--- config.mk ---
export PLATFORM = sky130hd
export DESIGN_NAME = dram_responder
export DESIGN_NICKNAME = d
export VERILOG_FILES = /design/src/rtl/dram_responder.sv
export SDC_FILE = /design/constraint.sdc
export NUM_CORES = 1
export LEC_CHECK = 0
export CORE_ASPECT_RATIO = 1.4
export CORE_UTILIZATION = 36
export CTS_CLUSTER_DIAMETER = 120
export CTS_CLUSTER_SIZE = 14
export DETAILED_ROUTE_END_ITERATION = 10
export HOLD_SLACK_MARGIN = 0.12
export PLACE_DENSITY = 0.76
export SYNTH_ARGS = -nofsm -noshare
export SYNTH_HDL_FRONTEND = slang
export SYNTH_SLANG_ARGS = --single-unit
--- constraint.sdc ---
create_clock -name clk -period 1.5 [get_ports clk]
set_input_delay 0.15 -clock clk [delete_from_list [all_inputs] [get_ports clk]]
set_output_delay 0.15 -clock clk [all_outputs]
set_load 0.01 [all_outputs]
--- src/rtl/dram_responder.sv ---
// dram_responder: single-outstanding memory request responder with
// programmable wait states in front of a synchronous RAM backend.
//
// State table:
//   IDLE   | waiting for a read/write strobe; only state that accepts requests
//   WAIT   | burning WAIT_STATES idle cycles before touching the RAM
//   ACCESS | one-cycle RAM strobe (ram_en=1, ram_we=lanes for writes)
//   RDATA  | reads only: capture ram_rdata into dram_mem_read_data
//   DONE   | one-cycle dram_ack, then back to IDLE
//
// Ports:
//   clk, reset_n (async, active low), sync_reset (sync, active high)
//   dram_mem_*   : requester side (addr, read/write strobes, lanes, data)
//   dram_ack     : one-cycle completion pulse
//   ram_*        : backend RAM interface (read data valid one cycle after access)
//   err_clr      : clears sticky overrun_err / proto_err
`ifndef MEM_ADDR_BITS
`define MEM_ADDR_BITS 16
`endif
`ifndef XLEN
`define XLEN 32
`endif

module dram_responder #(
  parameter int ADDR_BITS   = `MEM_ADDR_BITS,
  parameter int DATA_BITS   = `XLEN,
  parameter int WAIT_STATES = 2
) (
  input  logic                   clk,
  input  logic                   reset_n,
  input  logic                   sync_reset,
  input  logic [ADDR_BITS-1:0]   dram_mem_addr,
  input  logic                   dram_mem_read_en,
  input  logic                   dram_mem_write_en,
  input  logic [DATA_BITS/8-1:0] dram_mem_byte_enable,
  input  logic [DATA_BITS-1:0]   dram_mem_write_data,
  output logic                   dram_ack,
  output logic [DATA_BITS-1:0]   dram_mem_read_data,
  output logic                   ram_en,
  output logic [DATA_BITS/8-1:0] ram_we,
  output logic [ADDR_BITS-1:0]   ram_addr,
  output logic [DATA_BITS-1:0]   ram_wdata,
  input  logic [DATA_BITS-1:0]   ram_rdata,
  input  logic                   err_clr,
  output logic                   overrun_err,
  output logic                   proto_err
);

  localparam logic [2:0] S_IDLE   = 3'd0;
  localparam logic [2:0] S_WAIT   = 3'd1;
  localparam logic [2:0] S_ACCESS = 3'd2;
  localparam logic [2:0] S_RDATA  = 3'd3;
  localparam logic [2:0] S_DONE   = 3'd4;

  localparam logic [3:0] WS = 4'(WAIT_STATES);

  logic [2:0]             state;
  logic [3:0]             wait_cnt;
  logic                   is_write;
  logic [DATA_BITS/8-1:0] be_q;
  logic [ADDR_BITS-1:0]   addr_q;
  logic [DATA_BITS-1:0]   wdata_q;
  logic [DATA_BITS-1:0]   rdata_q;
  logic                   ovr_q;
  logic                   proto_q;

  logic strobe;
  logic both_strobes;
  assign strobe       = dram_mem_read_en | dram_mem_write_en;
  assign both_strobes = dram_mem_read_en & dram_mem_write_en;

  // Backend strobes are decoded from state so they can never leak outside ACCESS.
  assign ram_en             = (state == S_ACCESS);
  assign ram_we             = (state == S_ACCESS && is_write) ? be_q : '0;
  assign ram_addr           = addr_q;
  assign ram_wdata          = wdata_q;
  assign dram_ack           = (state == S_DONE);
  assign dram_mem_read_data = rdata_q;
  assign overrun_err        = ovr_q;
  assign proto_err          = proto_q;

  always_ff @(posedge clk or negedge reset_n) begin
    if (!reset_n) begin
      state    <= S_IDLE;
      wait_cnt <= '0;
      is_write <= 1'b0;
      be_q     <= '0;
      addr_q   <= '0;
      wdata_q  <= '0;
      rdata_q  <= '0;
      ovr_q    <= 1'b0;
      proto_q  <= 1'b0;
    end else if (sync_reset) begin
      state    <= S_IDLE;
      wait_cnt <= '0;
      is_write <= 1'b0;
      be_q     <= '0;
      addr_q   <= '0;
      wdata_q  <= '0;
      rdata_q  <= '0;
      ovr_q    <= 1'b0;
      proto_q  <= 1'b0;
    end else begin
      // Sticky flags: a set event in the same cycle beats err_clr.
      if (strobe && state != S_IDLE) ovr_q <= 1'b1;
      else if (err_clr)              ovr_q <= 1'b0;
      if (both_strobes)              proto_q <= 1'b1;
      else if (err_clr)              proto_q <= 1'b0;

      case (state)
        S_IDLE: begin
          if (strobe) begin
            addr_q   <= dram_mem_addr;
            be_q     <= dram_mem_byte_enable;
            wdata_q  <= dram_mem_write_data;
            is_write <= dram_mem_write_en;   // both strobes high resolves to write
            wait_cnt <= WS;
            state    <= (WS != 4'd0) ? S_WAIT : S_ACCESS;
          end
        end
        S_WAIT: begin
          wait_cnt <= wait_cnt - 4'd1;
          if (wait_cnt <= 4'd1) state <= S_ACCESS;
        end
        S_ACCESS: state <= is_write ? S_DONE : S_RDATA;
        S_RDATA: begin
          rdata_q <= ram_rdata;
          state   <= S_DONE;
        end
        S_DONE:  state <= S_IDLE;
        default: state <= S_IDLE;
      endcase
    end
  end

endmodule
## Yosys cells after proc, flatten, opt, wreduce, memory -nomap -nowiden

Index checks and enable logic that the tools add are counted.

| word-level totals | value |
|---|---|
| flip-flop bits (word level) | 94 |
| input port bits | 90 |
| output and inout bits | 88 |

| operators by class | value |
|---|---|
| add/subtract/negate cells | 1 |
| magnitude comparators | 1 |
| equality and inequality tests | 6 |
| multiplexer cells | 28 |
| bitwise logic cells | 2 |
| reduce and logical (&&, ||, !) cells | 13 |

Operator list:

| operator | number |
|---|---|
| $mux 32 | 5 |
| $mux 16 | 3 |
| $mux 4 | 6 |
| $mux 3 | 4 |
| $pmux 3 s4 | 1 |
| $reduce_bool 3->1 | 4 |
| $mux 1 | 8 |
| $pmux 4 s2 | 1 |
| $eq 3x2->1 const B | 2 |
| $ne 3x3->1 const B | 2 |
| $reduce_and 2->1 | 3 |
| $reduce_bool 2->1 | 3 |
| $le 4x1->1 const B | 1 |
| $sub 4x1->4 const B | 1 |
| $eq 3x1->1 const B | 1 |
| $eq 3x3->1 const B | 1 |
| $logic_not 3->1 | 1 |
| $logic_and 1x1->1 | 2 |
| $and 1x1->1 | 1 |
| $or 1x1->1 | 1 |

## Longest topological paths before layout

Gate-level depths: netlist (run 1).

| depth | value |
|---|---|
| word-level depth | 4 |
| gate-level depth with buffers | 5 |
| depth with buffers taken out | 5 |

## Worst setup path after synthesis (run 1)

OpenSTA, ideal clock, no wires.

| path | value |
|---|---|
| path kind | register to register |
| start point | register state[1] |
| end point | register be_q[0] |
| setup time | 65 ps |
| arrival | 1375 ps |
| setup slack | 60 ps |
| cell stages (with the launch flop) | 5 |
| buffers on the path | 1 |
| period minus slack after synthesis | 1440 ps |
| cell sequence | dfrtp_1 -> or2_4 -> nor4b_4 -> buf_6 -> a22o_1 |

| on the way | value |
|---|---|
| cells in the longest elaborated chain, start to end | 3 |

Ends and longest elaborated chain:

| item | line | source |
|---|---|---|
| from (decl) | 57 | `logic [2:0] state;` |
| from (signal assigned) | 118 | `state <= (WS != 4'd0) ? S_WAIT : S_ACCESS;` |
| from (signal assigned) | 125 | `S_ACCESS: state <= is_write ? S_DONE : S_RDATA;` |
| $logic_not 3->1 | 110 | `case (state)` |
| $reduce_bool 2->1 (no line) | -- |  |
| $reduce_and 2->1 (no line) | -- |  |
| to (signal assigned) | 114 | `be_q <= dram_mem_byte_enable;` |
| to (decl) | 60 | `logic [DATA_BITS/8-1:0] be_q;` |

Every way passes these cells.
A chain may end at the register's enable or synchronous reset.

## Worst setup path after layout (run 1)

| path | value |
|---|---|
| start point | register state[1] |
| end point | register wdata_q[19] (netlist: ram_wdata[19]) |

| on the way | value |
|---|---|
| cells in the longest elaborated chain, start to end | 3 |

Ends and longest elaborated chain:

| item | line | source |
|---|---|---|
| $logic_not 3->1 | 110 |  |
| $reduce_bool 2->1 (no line) | -- |  |
| $reduce_and 2->1 (no line) | -- |  |
| to (signal assigned) | 115 | `wdata_q <= dram_mem_write_data;` |
| to (decl) | 62 | `logic [DATA_BITS-1:0] wdata_q;` |

Every way passes these cells.

==> metrics.md, run 1 <==
| Metric | Value |
|---|---|
| Outcome | `finished with violations` |
| Failing checks | `setup timing` |
| Synth Cell Area | `between 3000 and 4000 um^2` |
| Worst-path clk slew | `roughly 0.06 ns` |
| Die area | `~10000 um^2` |
| Crit path time final | `1.58 ns` |
| Data arrival, critical path | `~1.9 ns` |
| WL/cell | `around 17 um` |
| Initial antenna violation count | `0` |
| CP most frequent cell | `buf_6` |
| Clk network pwr share | `0.313` |
| Port bufs | `between 150 and 200` |
| Ys async rst share | `1.00` |
| Maximum level of the CTS H-tree | `3` |
| Crit Path Class | `reg -> reg` |
| Number of flops mapped to enable cells by yosys | `0` |
| P_sw | `2.09 mW` |
| Top FF cell, synth | `dfrtp_1` |
| Antenna diodes | `0` |
| Seq pwr share | `0.398` |
| Crit-path cells | `buf_6 > or2_4 > nor4b_4 > buf_6 > buf_12 > a22o_1` |
| Final Power | `~7.8 mW` |
| Number of synthesized register bits | `94` |
| Final Cycle Share | `1.05` |
| Routability cong. | `a little over 0.8` |
| Startpoint Class | `flip-flop` |
| Crit-path slowest cell | `dfrtp_1` |
| Yosys top cell area share | `0.653` |
| Core ar. | `about 9600 um^2` |
| Crit path buf inv count | `3` |
| CTS tree | `built` |
| Placed cell areas | `between 5000 and 6000 um^2` |
| GRT overflow | `0` |
| CTS root buf | `clkbuf_16` |
| # DRC | `0` |
| Total I/O pin count | `178` |
| CP Data Required Time | `between 1.5 and 2 ns` |
| Starting DRT DRC Count | `119` |
| Unique masters post-synth | `32` |
| Top delay family on crit path | `simple AND/OR/NAND/NOR gates` |
| Critical path's largest stage delay | `approximately 0.4 ns` |
| Worst Max-Slew Pin Slew | `a little under 0.4 ns` |
| Final setup violation count | `56` |
| Final nets | `around 550` |
| RSZ-0062 raised after global routing | `yes` |
| Setup TNS | `-2.83 ns` |
| Die Ht | `120 um` |
| Final Hold Viols | `0` |
| Synthesis Warnings | `0` |
| Clock Path Buffers | `2` |
| Power share of the combinational group | `0.289` |
| Power Internal | `between 5 and 6 mW` |
| Register area share after synthesis | `0.653` |
| Syn Nets | `351` |
| Routed via count | `approximately 3000` |
| Via-to-Cell Ratio | `roughly 5.1` |
| Clock sink total | `94` |
| Slew Viols, Final | `0` |
| Clock latency on the worst-skew pair | `0.34 ns` |
| Highest clock rate | `about 630 MHz` |
| Hold Crit Class | `in -> async` |
| Sw frac | `0.268` |
| Initial Utilization | `0.375` |
| Worst vdd ir | `between 600 and 700 uV` |
| Core Rows | `42` |
| Leak | `around 2.7 nW` |
| Die extent in x | `around 87 um` |
| All-layer global routing usage | `0.200` |
| Synth Instances | `259` |
| PnR worst setup slack | `-0.0808 ns` |
| Power Density | `1270 nW/um^2` |
| DP Wirelength | `approximately 7 mm` |
| Worst Path Max Fanout | `13` |
| Num CTS Buffers | `9` |
| Share of layout cells above drive strength 1 | `0.141` |
| Post-DRT Antenna Nets | `0` |
| Synth area leaders | `dfrtp_1 65%, a22o_1 20%, buf_2 1.8%` |
| CP endpoint kind | `flip-flop` |
| Synth-to-Final Area Change | `70.2%` |
| Max cap viols | `0` |
| Wirelength, routed | `around 10 mm` |
| First-pass GRT wire length | `between 15 and 20 mm` |
| Mapped Avg Cell Area | `between 10 and 15 um^2` |
| Final Cell Area | `~6000 um^2` |
| Largest net degree at the start of global routing | `42` |
| Slew Limit Headroom | `0.735` |
| Final clock skew | `between 0.003 and 0.004 ns` |
| Pre-antenna DRT Iters | `4` |
| Area leader, netlist | `dfrtp_1` |
| Vias in the first global route | `around 3200` |
per-layer routing:
layer / track usage / share of wire / up-vias
li1: - / - / 1385
met2: 0.342 / 0.51 / 146
met4: 0.0604 / 0.017 / 0
met3: 0.0519 / 0.072 / 14
met1: 0.246 / 0.40 / 1495
met5: 0 / 0 / -
worst register-to-register path: stages, from the launching register on:
cell and delay (ns):
dfrtp_1 0.40, buf_6 0.13, or2_4 0.26, nor4b_4 0.25, buf_6 0.19, buf_12 0.14
a22o_1 0.15
through the flow:
step,util,worst slack (ns),cells,hold WS [ns]
final,0.638,-0.0808,594,0.268
after global routing,0.638,-0.136,594,0.298
after CTS,0.630,-0.0983,592,0.278
after detailed placement,0.593,-0.183,572,0.0943
after global placement,0.593,-0.144,572,0.0788
after floorplan,-,0.0599,259,-0.146
power groups by stage:
stage / registers [mW] / clock network (mW) / logic (mW)
5_1_grt: 3.14 / 2.60 / 2.43
2_1_floorplan: 3.23 / 0 / 0.801
3_3_place_gp: 3.14 / 0 / 2.07
4_1_cts: 3.10 / 2.51 / 2.20
6_report: 3.10 / 2.44 / 2.25
3_5_place_dp: 3.13 / 0 / 2.13
layout by cell type, fill, tap and decap left out, types with 2 or more instances in the layout:
cell type,synthesis,routed
ha_1,2,2
bufinv_16,0,2
a31oi_1,3,2
and3_4,0,3
or2_2,2,2
buf_12,0,6
nor2b_1,2,2
nand2b_1,2,2
clkbuf_16,0,9
clkinv_4,0,2
a22o_1,84,84
nor3_2,0,2
nor3_1,6,3
inv_1,5,5
nor4b_4,1,2
a21oi_1,6,5
a211oi_1,2,2
buf_4,1,17
buf_6,5,10
dfrtp_1,94,94
o21ai_0,7,6
nor2_1,4,4
nand2_1,2,2
buf_2,13,2
clkdlybuf4s50_1,0,170
cells by family (layout without fill, tap and decap cells):
group,after synthesis,after routing,synth area share
AO/OA/AOI/OAI,106,106,0.241
AND/OR/NAND/NOR,31,31,0.0569
adder cells (fa/ha/maj),2,2,0.00694
flip-flops,94,94,0.653
buffers and inverters,26,229,0.0430
timing repair:
action	in CTS	in global routing
resized for setup	26	19
setup endpoints to repair	58	59
buffers inserted	3	1
gates cloned	1	1
endpoints found under the hold margin	94	0
pin swaps	4	26
hold buffers	1	0
cell type report:
class / count / area (um^2)
timing repair buffer: 208 / 2110
fill: 745 / 3480
clock buffer: 11 / 243
tap: 132 / 165
multi-input combinational: 139 / 1160
inverter: 5 / 18.8
clock inverter: 5 / 82.6
sequential: 94 / 2350
cell usage after synthesis (2+ instances only):
cell type / instances
nand2_1: 2
and3_1: 4
a211oi_1: 2
buf_6: 5
a31oi_1: 3
nor2b_1: 2
a21oi_1: 6
o21ai_0: 7
or2_2: 2
buf_2: 13
a22o_1: 84
inv_1: 5
clkbuf_1: 2
nor3_1: 6
nand2b_1: 2
nor2_1: 4
dfrtp_1: 94
ha_1: 2
registers in the layout, indices dropped and copies added (netlist names):
register,flops
be_q,4
overrun_err,1
dram_mem_read_data,32
is_write,1
ram_addr,16
state,3
ram_wdata,32
wait_cnt,4
proto_err,1
path summary, 6_finish.rpt:
check	from	endpoint	slack [ns]	cells after the start
max in group asynchronous	reset_n	dram_mem_read_data[13]$_DFFE_PN0P_	0.68	3
worst max register to register	state[1]$_DFFE_PN0P_	ram_wdata[19]$_DFFE_PN0P_	-0.08	6
min in group clk	ram_rdata[21]	dram_mem_read_data[21]$_DFFE_PN0P_	0.41	2
worst min register to register	ram_addr[10]$_DFFE_PN0P_	ram_addr[10]$_DFFE_PN0P_	0.50	1
worst max-delay path	state[1]$_DFFE_PN0P_	ram_wdata[19]$_DFFE_PN0P_	-0.08	6
worst min-delay path	reset_n	ram_wdata[10]$_DFFE_PN0P_	0.27	2
Power figures use the tool's default switching activity.
==> inputs of run 2 (changes only) <==
clock period = 1.37 ns   (was 1.5 ns; I/O delays follow)
==> metrics.md, run 2 (synthesis gave the netlist of run 1 again) <==
| Metric | Value |
|---|---|
| Outcome | `finished with violations` |
| Failing checks | `setup timing` |
| Fin util | `0.657 (+0.0191)` |
| Final nets | `561 (+2.2%)` |
| Final Hold Viols | `0 (unchanged)` |
| M2 GR Usage | `0.359 (+0.0169)` |
| Power Density | `1320 nW/um^2 (+3.9%)` |
| Via-to-Cell Ratio | `5.10 (-0.40%)` |
| Leak | `3.31 nW (+22%)` |
| GRT overflow | `0 (unchanged)` |
| Antenna diodes | `0 (unchanged)` |
| Met3 Track Usage GR | `0.0423 (-0.00956)` |
| Most frequent cells in the layout | `93 x dfrtp_1, 88 x clkdlybuf4s50_1, 84 x a22o_1` |
| Data arrival, critical path | `1.48 ns (-0.37 ns)` |
| DP Wirelength | `6.89 mm (-4.0%)` |
| Share of layout cells above drive strength 1 | `0.177 (+0.0365)` |
| Clock sink total | `94 (unchanged)` |
| CP Data Required Time | `1.23 ns (-0.54 ns)` |
| Die extent in x | `86.6 um (unchanged)` |
| Worst Max-Slew Pin Slew | `0.282 ns (-0.112 ns)` |
| Highest clock rate | `between 600 and 700 MHz` |
| Final setup violation count | `90 (+61%)` |
| Port bufs | `177 (unchanged)` |
| Power share of the combinational group | `0.307 (+0.018)` |
| Slew Viols, Final | `0 (unchanged)` |
| Core ar. | `9620 um^2 (unchanged)` |
| Slew Limit Headroom | `0.811 (+0.0764)` |
| Worst-path clk slew | `0.07 ns (about the same)` |
| Max cap viols | `0 (unchanged)` |
| Pre-antenna DRT Iters | `4 (unchanged)` |
| PnR worst setup slack | `-0.242 ns (-0.161 ns)` |
| Num CTS Buffers | `9 (unchanged)` |
| Crit-path slowest cell | `dfrtp_2` |
| Initial antenna violation count | `0 (unchanged)` |
| P_sw | `2.48 mW (+19%)` |
| Crit Path Class | `reg -> out` |
| FF-to-FF path depth | `6 (unchanged)` |
| Largest net degree at the start of global routing | `50 (+19%)` |
| Total I/O pin count | `178 (unchanged)` |
| Core Rows | `42 (unchanged)` |
| CP endpoint kind | `primary output` |
| Commonest non-fill, non-tap cell in the layout | `dfrtp_1` |
| Clock Path Buffers | `2 (unchanged)` |
| Wirelength, routed | `10.9 mm (+7.8%)` |
| Startpoint Class | `flip-flop` |
| Die area | `10400 um^2 (unchanged)` |
| Worst vdd ir | `593 uV (-8.5%)` |
| Hold Crit Class | `in -> async` |
| CTS tree | `built` |
| Routed via count | `3089 (+1.6%)` |
| Routability cong. | `0.822 (+0.46%)` |
| Worst Path Max Fanout | `5 (-8)` |
| Sw frac | `0.297 (+0.0290)` |
| Most used routing layer | `met2` |
| Multi-input logic area | `1180 um^2 (+2.1%)` |
| Worst path depth | `4 (-2)` |
| Crit path buf inv count | `2 (-1)` |
| Top delay family on crit path | `flip-flops` |
| Clk network pwr share | `0.286 (-0.027)` |
| # DRC | `0 (unchanged)` |
| Crit path time final | `around 1.6 ns` |
| Initial Utilization | `0.375 (unchanged)` |
| Clock latency on the worst-skew pair | `0.34 ns (about the same)` |
| Fillers | `740 (-0.67%)` |
| CTS root buf | `clkbuf_16` |
| Final clock skew | `0.00824 ns (+0.00460 ns)` |
| Vias in the first global route | `3246 (+0.65%)` |
| Register area | `2350 um^2 (about the same)` |
| Maximum level of the CTS H-tree | `3 (unchanged)` |
| GR Util met1 | `0.242 (-0.00421)` |
| Synth-to-Final Area Change | `75.3%` |
| All-layer global routing usage | `0.206 (+0.00548)` |
| RSZ-0062 raised after global routing | `yes` |
| First-pass GRT wire length | `16.3 mm (+1.5%)` |
| Final Cycle Share | `1.18` |
| Starting DRT DRC Count | `141 (+18%)` |
| Post-DRT Antenna Nets | `0 (unchanged)` |
| Critical path's largest stage delay | `0.47 ns (+0.07 ns)` |
| Crit-path cells | `nor3_4 > buf_6 > and3_1 > buf_2` |
| Hold WS | `0.183 ns (-0.0847 ns)` |
| Seq pwr share | `0.407 (+0.009)` |
| WL/cell | `18.0 um (+5.7%)` |
| Power Internal | `5.86 mW (+2.7%)` |
| Die Ht | `120 um (unchanged)` |
-- run 2: metrics by stage --
stage | std cells | setup slack (ns) | setup TNS (ns) | total power [mW] | cell area (um^2)
CTS | 599 | -0.238 | -12.87 | 8.23 | 6110
global placement | 570 | -0.282 | -21.10 | 5.68 | 5680
floorplan | 259 | -0.0701 | -3.50 | 4.42 | 3610
finish | 606 | -0.242 | -13.86 | 8.34 | 6320
detailed placement | 570 | -0.329 | -23.05 | 5.74 | 5680
global route | 606 | -0.308 | -19.74 | 8.73 | 6320
-- run 2: area by class of cell --
cell class / instances / share of cell area
sequential: 94 / 0.372
timing repair buffer: 220 / 0.366
multi-input combinational: 139 / 0.187
clock buffer: 9 / 0.0356
tap: 132 / 0.0261
clock inverter: 7 / 0.00990
inverter: 5 / 0.00297
-- run 2: path summary, 6_finish.rpt --
check,slack [ns],endpoint,from
max in group asynchronous,0.70,state[2]$_DFFE_PN0P_,reset_n
worst max register to register,-0.24,ram_addr[6]$_DFFE_PN0P_,state[1]$_DFFE_PN0P_
worst min register to register,0.50,ram_wdata[15]$_DFFE_PN0P_,ram_wdata[15]$_DFFE_PN0P_
worst min-delay path,0.18,ram_addr[1]$_DFFE_PN0P_,reset_n
min in group clk,0.40,dram_mem_read_data[8]$_DFFE_PN0P_,ram_rdata[8]
worst max-delay path,-0.24,ram_we[1],state[2]$_DFFE_PN0P_
-- run 2: routing by layer --
metal	wire length (um)	vias up	part of all wire
met5	0	-	0
met1	4310	1520	0.39
met4	236	0	0.022
met2	5690	141	0.52
met3	695	19	0.064
li1	-	1409	-
-- run 2: power groups by stage --
| stage | logic [mW] | registers, mW | clock network, mW |
|---|---|---|---|
| 5_1_grt | 2.72 | 3.43 | 2.58 |
| 2_1_floorplan | 0.881 | 3.54 | 0 |
| 4_1_cts | 2.42 | 3.39 | 2.42 |
| 3_3_place_gp | 2.26 | 3.43 | 0 |
| 6_report | 2.56 | 3.40 | 2.38 |
| 3_5_place_dp | 2.31 | 3.43 | 0 |
-- run 2: what timing repair did --
action | 4_1_cts | 5_1_grt
hold buffers | 1 | 0
setup buffers | 8 | 3
pin swaps | 8 | 29
resized for setup | 119 | 22
hold endpoints to repair | 94 | 0
cloned | 4 | 4
endpoints found under the setup margin | 143 | 110
-- run 2: worst register-to-register path, cell delays in order, from the launching register on --
cell and delay [ns]:
dfrtp_1 0.39, buf_6 0.13, or2_4 0.24, nor4b_4 0.23, buf_6 0.23, clkbuf_16 0.19, a22o_1 0.14
